`src/rtl/multicycle_ctrl_fsm.sv`:
```
// Multicycle control FSM for the shared-ALU, single-memory datapath.
// Covers R-type, ADDI, LW, SW, BEQ/BNE/BLEZ/BGTZ and J, with memory stall/timeout and a trap state.
module multicycle_ctrl_fsm #(
  parameter bit MEM_WAIT  = 1'b1,
  parameter int TIMEOUT_W = 4
) (
  input  logic       clk,
  input  logic       reset,
  input  logic [5:0] opCode,
  input  logic       zero,
  input  logic       neg,
  input  logic       mem_ready,
  output logic [1:0] ALUOp,
  output logic       ALUSrcA,
  output logic [1:0] ALUSrcB,
  output logic [1:0] PCSource,
  output logic       PCWrite,
  output logic       IorD,
  output logic       MemRead,
  output logic       MemWrite,
  output logic       IRWrite,
  output logic       MemtoReg,
  output logic       RegDst,
  output logic       RegWrite,
  output logic       illegal,
  output logic       bus_err,
  output logic [3:0] state
);

  typedef enum logic [3:0] {
    S_FETCH    = 4'd0,
    S_DECODE   = 4'd1,
    S_MEM_ADDR = 4'd2,
    S_MEM_RD   = 4'd3,
    S_MEM_WB   = 4'd4,
    S_MEM_WR   = 4'd5,
    S_EXEC_R   = 4'd6,
    S_EXEC_I   = 4'd7,
    S_ALU_WB   = 4'd8,
    S_BRANCH   = 4'd9,
    S_JUMP     = 4'd10,
    S_TRAP     = 4'd11
  } state_t;

  localparam logic [5:0] OP_RTYPE = 6'b000000;
  localparam logic [5:0] OP_ADDI  = 6'b001000;
  localparam logic [5:0] OP_LW    = 6'b100011;
  localparam logic [5:0] OP_SW    = 6'b101011;
  localparam logic [5:0] OP_J     = 6'b000010;

  // Last stalled cycle before timeout: the count of stalls already seen equals 2^TIMEOUT_W-2.
  localparam logic [TIMEOUT_W-1:0] WAIT_LAST = {{(TIMEOUT_W-1){1'b1}}, 1'b0};

  state_t               state_q;
  state_t               decode_next;
  logic [TIMEOUT_W-1:0] wait_cnt;
  logic                 illegal_q;
  logic                 bus_err_q;
  logic                 in_mem;
  logic                 mem_done;
  logic                 stall;
  logic                 timeout;
  logic                 branch_taken;

  // Memory handshake: the request (MemRead/MemWrite) is held every cycle of a memory
  // state; the access completes in the cycle mem_ready=1 (or at once when MEM_WAIT=0).
  assign in_mem   = (state_q == S_FETCH) || (state_q == S_MEM_RD) || (state_q == S_MEM_WR);
  assign mem_done = !MEM_WAIT || mem_ready;
  assign stall    = MEM_WAIT && in_mem && !mem_ready;
  assign timeout  = stall && (wait_cnt == WAIT_LAST);

  always_comb begin
    decode_next = S_TRAP;
    case (opCode)
      OP_RTYPE:                         decode_next = S_EXEC_R;
      OP_ADDI:                          decode_next = S_EXEC_I;
      OP_LW, OP_SW:                     decode_next = S_MEM_ADDR;
      6'b000100, 6'b000101,
      6'b000110, 6'b000111:             decode_next = S_BRANCH;
      OP_J:                             decode_next = S_JUMP;
      default:                          decode_next = S_TRAP;
    endcase
  end

  // opCode[1:0] selects BEQ, BNE, BLEZ, BGTZ in that order.
  always_comb begin
    branch_taken = 1'b0;
    case (opCode[1:0])
      2'b00:   branch_taken = zero;
      2'b01:   branch_taken = !zero;
      2'b10:   branch_taken = zero || neg;
      default: branch_taken = !zero && !neg;
    endcase
  end

  always_ff @(posedge clk) begin
    if (!reset) begin
      state_q   <= S_FETCH;
      wait_cnt  <= '0;
      illegal_q <= 1'b0;
      bus_err_q <= 1'b0;
    end else if (timeout) begin
      state_q   <= S_TRAP;
      wait_cnt  <= '0;
      bus_err_q <= 1'b1;
    end else begin
      // A stall never changes state, so clearing on non-stall also clears on every transition.
      wait_cnt <= stall ? wait_cnt + 1'b1 : '0;
      case (state_q)
        S_FETCH:    if (mem_done) state_q <= S_DECODE;
        S_DECODE: begin
          state_q <= decode_next;
          if (decode_next == S_TRAP) illegal_q <= 1'b1;
        end
        S_EXEC_R,
        S_EXEC_I:   state_q <= S_ALU_WB;
        S_MEM_ADDR: state_q <= (opCode == OP_LW) ? S_MEM_RD : S_MEM_WR;
        S_MEM_RD:   if (mem_done) state_q <= S_MEM_WB;
        S_MEM_WR:   if (mem_done) state_q <= S_FETCH;
        S_ALU_WB,
        S_MEM_WB,
        S_BRANCH,
        S_JUMP:     state_q <= S_FETCH;
        default:    state_q <= S_TRAP;
      endcase
    end
  end

  always_comb begin
    ALUOp    = 2'b00;
    ALUSrcA  = 1'b0;
    ALUSrcB  = 2'b00;
    PCSource = 2'b00;
    PCWrite  = 1'b0;
    IorD     = 1'b0;
    MemRead  = 1'b0;
    MemWrite = 1'b0;
    IRWrite  = 1'b0;
    MemtoReg = 1'b0;
    RegDst   = 1'b0;
    RegWrite = 1'b0;
    if (reset) begin
      case (state_q)
        S_FETCH: begin
          MemRead = 1'b1;
          ALUSrcB = 2'b01;
          IRWrite = mem_done;
          PCWrite = mem_done;
        end
        S_DECODE: ALUSrcB = 2'b11;
        S_MEM_ADDR, S_EXEC_I: begin
          ALUSrcA = 1'b1;
          ALUSrcB = 2'b10;
        end
        S_MEM_RD: begin
          IorD    = 1'b1;
          MemRead = 1'b1;
        end
        S_MEM_WB: begin
          RegWrite = 1'b1;
          MemtoReg = 1'b1;
        end
        S_MEM_WR: begin
          IorD     = 1'b1;
          MemWrite = 1'b1;
        end
        S_EXEC_R: begin
          ALUSrcA = 1'b1;
          ALUOp   = 2'b10;
        end
        S_ALU_WB: begin
          // Keep the execute-stage ALU setup so the result stays valid during write-back.
          RegWrite = 1'b1;
          ALUSrcA  = 1'b1;
          RegDst   = (opCode == OP_RTYPE);
          if (opCode == OP_RTYPE) ALUOp = 2'b10;
          else                    ALUSrcB = 2'b10;
        end
        S_BRANCH: begin
          ALUSrcA  = 1'b1;
          ALUOp    = 2'b01;
          PCSource = 2'b01;
          PCWrite  = branch_taken;
        end
        S_JUMP: begin
          PCSource = 2'b10;
          PCWrite  = 1'b1;
        end
        default: ;
      endcase
    end
  end

  assign illegal = reset && illegal_q;
  assign bus_err = reset && bus_err_q;
  assign state   = reset ? state_q : S_FETCH;

endmodule
```
`config.mk`:
```
export PLATFORM = sky130hd
export DESIGN_NAME = multicycle_ctrl_fsm
export DESIGN_NICKNAME = d
export VERILOG_FILES = /design/src/rtl/multicycle_ctrl_fsm.sv
export SDC_FILE = /design/constraint.sdc
export NUM_CORES = 1
export LEC_CHECK = 0
export CORE_MARGIN = 4
export CORE_UTILIZATION = 46
export DETAILED_ROUTE_END_ITERATION = 8
export PLACE_DENSITY = 0.83
export SYNTH_ARGS = -nofsm -noshare
export SYNTH_HDL_FRONTEND = slang
export SYNTH_SLANG_ARGS = --single-unit
export TNS_END_PERCENT = 100
```
`constraint.sdc`:
```
create_clock -name clk -period 3.7 [get_ports clk]
set_input_delay 0.74 -clock clk [delete_from_list [all_inputs] [get_ports clk]]
set_output_delay 0.74 -clock clk [all_outputs]
set_load 0.02 [all_outputs]
```
Yosys cells after proc, flatten, opt, wreduce, memory -nomap -nowiden
Index checks and enable logic that the tools add are counted.

Flip-flop bits (word level): 10. Input bits: 11. Output and inout port bits: 21. Logic and storage cells: 100.

Add/subtract/negate cells: 1. Equality and inequality tests: 28. Muxes and demuxes: 35. Bitwise operators: 3. Reductions and logical operators: 28.

Operators by type and width (number): 4-bit one-hot mux with 7 select lines (1); 6-bit by 3-bit equality test with 1-bit output (second input constant) (4); 4-bit equality test (second input constant) (5); 4-bit two-way mux (5); 4-bit one-hot mux with 5 select lines (1); 1-bit two-way mux (17); 4-bit by 3-bit equality test with 1-bit output (second input constant) (4); 2-bit OR reduction (7); 6-bit equality test (second input constant) (2); 2-bit two-way mux (5); 3-bit inequality test (second input constant) (3); 3-bit AND reduction (3); 4-bit by 2-bit equality test with 1-bit output (second input constant) (2); 2-bit one-hot mux with 4 select lines (1); 4-bit OR reduction (2); 6-bit by 2-bit equality test with 1-bit output (second input constant) (1); 6-bit by 4-bit equality test with 1-bit output (second input constant) (1); 6-bit zero test (1); 2-bit inequality test (second input constant) (3); 1-bit one-hot mux with 3 select lines (2); 2-bit one-hot mux with 3 select lines (1); 1-bit logical AND (5); 5-bit OR reduction (1); 4-bit by 1-bit adder with 4-bit output (second input constant) (1); other kinds (11) (17).

Longest topological paths before layout
Depth after elaboration: 7. Gate-level depth with buffers: 5. Depth with buffers taken out: 5.

Worst setup path before layout
Ideal clock, no wire load.

Path kind: input-to-output. Start point: input port opCode[0]. End point: output port RegDst. Data arrival time: 1.917 ns. Slack: 1.043 ns. Cell stages on the path: 3. Cell sequence: or3_1 nor3_1 nor3b_1.

Longest elaborated chain between the ends: 3.

RTL lines: start: declaration (line 9) `input logic [5:0] opCode,`; 6-bit zero test (line 175) `RegDst = (opCode == OP_RTYPE);`; 1-bit two-way mux (line 143) `case (state_q)`; 1-bit two-way mux (line 142) `if (reset) begin`; end: declaration (line 23) `output logic RegDst,`.

No other way between the ends.

Final worst setup path
Start point: input port opCode[0]. End point: output port ALUOp[1].

Longest elaborated chain between the ends: 4.

RTL lines: 6-bit zero test (line 176) `if (opCode == OP_RTYPE) ALUOp = 2'b10;`; 2-bit two-way mux (line 176); 2-bit one-hot mux with 3 select lines (line 143); 2-bit two-way mux (line 142); end: declaration (line 13) `output logic [1:0] ALUOp,`.

No other way between the ends.

==> impl_metrics.json <==
{
  "outcome": "completed",
  "whs_path_depth": 1,
  "grt_overflow": 0,
  "drive_above_1_share": 0.0405,
  "ioPinCount": 32,
  "grt_pass1_wl_mm": 3.81,
  "synth.avg_cell_area_um2": 6.96,
  "slew_headroom": 0.535,
  "synth.cell_area_um2": 842,
  "cts_max_path_buffers": 2,
  "yosys_warnings": 0,
  "die_w_um": 50.8,
  "synth-xor-area-share": 0.0520,
  "gp_congestion": 0.837,
  "synth.mux.area_fraction": 0,
  "post-place-cells": 170,
  "crit_required_ns": 2.96,
  "ys_ff_latch": 10,
  "route.detailed.drc": 0,
  "grt_pass1_vias": 910,
  "synth_top_cell_by_area": "dfxtp_1",
  "ant_nets": 0,
  "cp.arrival_ns": 2.82,
  "peakVddDrop_v": 0.000364,
  "cts_resized": 0,
  "synthAdderAreaFrac": 0.0297,
  "diodes": 0,
  "viasPerCell": 5.71,
  "ys_top_cells_by_area": "dfxtp_1 (24%), nor2_1 (7.6%), a21oi_1 (4.8%)",
  "ys_types": 38,
  "ys_top_cells_by_count": "nor2_1 (17), dfxtp_1 (10), a21oi_1 (8), nand2_1 (8), nor3_1 (7)",
  "slew_viol_final": 0,
  "synth_top_family_by_area": "simple AND/OR/NAND/NOR gates",
  "track_usage": 0.192,
  "p_clk_frac": 0.093,
  "ys_seq_area_frac": 0.238,
  "vias": 987,
  "yosys.area_share.simple": 0.383,
  "layout_setup_ws_ns": 0.144,
  "synth_top_area_share": 0.238,
  "internal_power_uw": 395,
  "preCtsSetupSlack_ns": 0.139,
  "final.period_utilization": 0.961,
  "p_leak_nw": 0.420,
  "hold_path.class": "register to register",
  "synth_edf_count": 0,
  "cp-start-kind": "input port",
  "seqPwrFrac": 0.293,
  "final-setup-viol-count": 0,
  "grt_max_degree": 22,
  "port-buffer-count": 31,
  "power_density_nw_per_um2": 638,
  "fmax_mhz": 281,
  "power.share.combinational": 0.614,
  "rsz0062_at_grt": "false",
  "cts_sinks": 10,
  "synthFlopType": "dfxtp_1",
  "drtPass1Iterations": 5,
  "crit_type": "input port to output pin",
  "wl_per_cell_um": 13.5,
  "drv_cap": 0,
  "die-area_um2": 2580,
  "clk_latency_ns": 0.26,
  "fp.dieH_um": 50.8,
  "clock_skew_ns": 0.00283,
  "switching_share": 0.476,
  "layout.nets": 163,
  "netlist_instances": 121,
  "area_growth_pct": 40.4,
  "layout.cells.non_filler": 173,
  "cts_tree": "yes",
  "synthMostInstantiatedCell": "nor2_1",
  "core_um2": 1730,
  "ff2ff_path_depth": 4,
  "synth_compound_area_frac": 0.229,
  "drtIter0Drc": 31,
  "postLayoutCoreUtil": 0.685,
  "fin_tns_setup_ns": 0,
  "clk_pin_slew_ns": 0.06,
  "antenna_found_initial": 0,
  "switchingPower_uw": 359,
  "hold_viol_final": 0,
  "core.rowCount": 15,
  "clockRootBuffer": "clkbuf_4",
  "hpwl_mm": 1.83,
  "total_power_uw": 754,
  "ys_async_sr_fraction": 0,
  "crit_fanout": 4,
  "ctsHoldBuffers": 0,
  "cts_buffers": 3,
  "start_util": 0.488,
  "worst-slew-pin-transition_ns": 0.697,
  "htree_levels": 1,
  "synthesis.nets": 134,
  "wl_mm": 2.33,
  "post_cts_buffers": 0,
  "min_period_ns": 3.56,
  "crit_path_end_kind": "output pin"
}
cells by family after synthesis:
logic type	count (synthesis)
AND/OR/NAND/NOR	62
adder cells (fa/ha/maj)	2
XOR/XNOR	5
AO/OA/AOI/OAI	28
flip-flops	10
buffers and inverters	14
registers in the layout, summed over array words and instances (netlist names):
| register | flops |
|---|---|
| bus_err_q | 1 |
| state_q | 4 |
| wait_cnt | 4 |
| illegal_q | 1 |
through the flow:
stage          area (µm²)  hold slack [ns]
5_1_grt              1180            0.478
3_3_place_gp         1160            0.438
4_1_cts              1180            0.460
3_5_place_dp         1160            0.447
6_report             1180            0.456
2_1_floorplan         842            0.430
power groups by stage:
stage                     sequential [mW]  clock [mW]  combinational [mW]
after floorplan                     0.156           0               0.364
after global placement              0.219           0               0.455
after detailed placement            0.222           0               0.464
after CTS                           0.220      0.0717               0.466
after global routing                0.230      0.0785               0.510
final                               0.221      0.0700               0.463
worst max-delay path, cell delays in order:
cell	delay, ns
clkdlybuf4s50_1	0.46
or3_1	0.43
nor3_1	0.29
a2bb2oi_1	0.11
nor3_1	0.14
clkdlybuf4s50_1	0.63
placed cells by master (no fill, tap or decap), types with 2 or more instances in the layout:
| cell type | instances |
|---|---|
| xor2_1 | 2 |
| inv_1 | 4 |
| or3_1 | 3 |
| a2bb2oi_1 | 2 |
| nand2b_1 | 6 |
| dfxtp_1 | 10 |
| o21ai_0 | 3 |
| nor3_1 | 7 |
| ha_1 | 2 |
| nand3_1 | 2 |
| and2_1 | 4 |
| clkdlybuf4s50_1 | 31 |
| a311oi_1 | 3 |
| nor2_1 | 17 |
| nor2b_1 | 2 |
| xnor2_1 | 3 |
| o21a_1 | 3 |
| a21oi_1 | 8 |
| clkbuf_4 | 3 |
| nor4_1 | 5 |
| buf_4 | 2 |
| or4_1 | 3 |
| nand2_1 | 8 |
| nor3b_1 | 2 |
worst paths after layout:
kind	from	slack, ns	to
worst min-delay path	bus_err_q$_SDFFE_PN0P_	0.46	bus_err_q$_SDFFE_PN0P_
worst min register to register	bus_err_q$_SDFFE_PN0P_	0.46	bus_err_q$_SDFFE_PN0P_
worst max register to register	state_q[1]$_SDFFE_PN0P_	1.56	state_q[1]$_SDFFE_PN0P_
worst max-delay path	opCode[0]	0.14	ALUOp[1]
metal layers:
metal  GRT usage  wire length, µm  up-vias
li1            -                -      490
met1       0.190              956      452
met2       0.383             1170       40
met3      0.0326              172        5
met4      0.0807               31        0
met5           0                0        -
final cells by class:
type / instances / area, µm²
Clock buffer: 3 / 22.5
Fill cell: 165 / 544
Inverter: 5 / 18.8
Multi-Input combinational cell: 97 / 584
Sequential cell: 10 / 200
Tap cell: 25 / 31.3
Timing Repair Buffer: 33 / 325
Power figures use the tool's default switching activity.
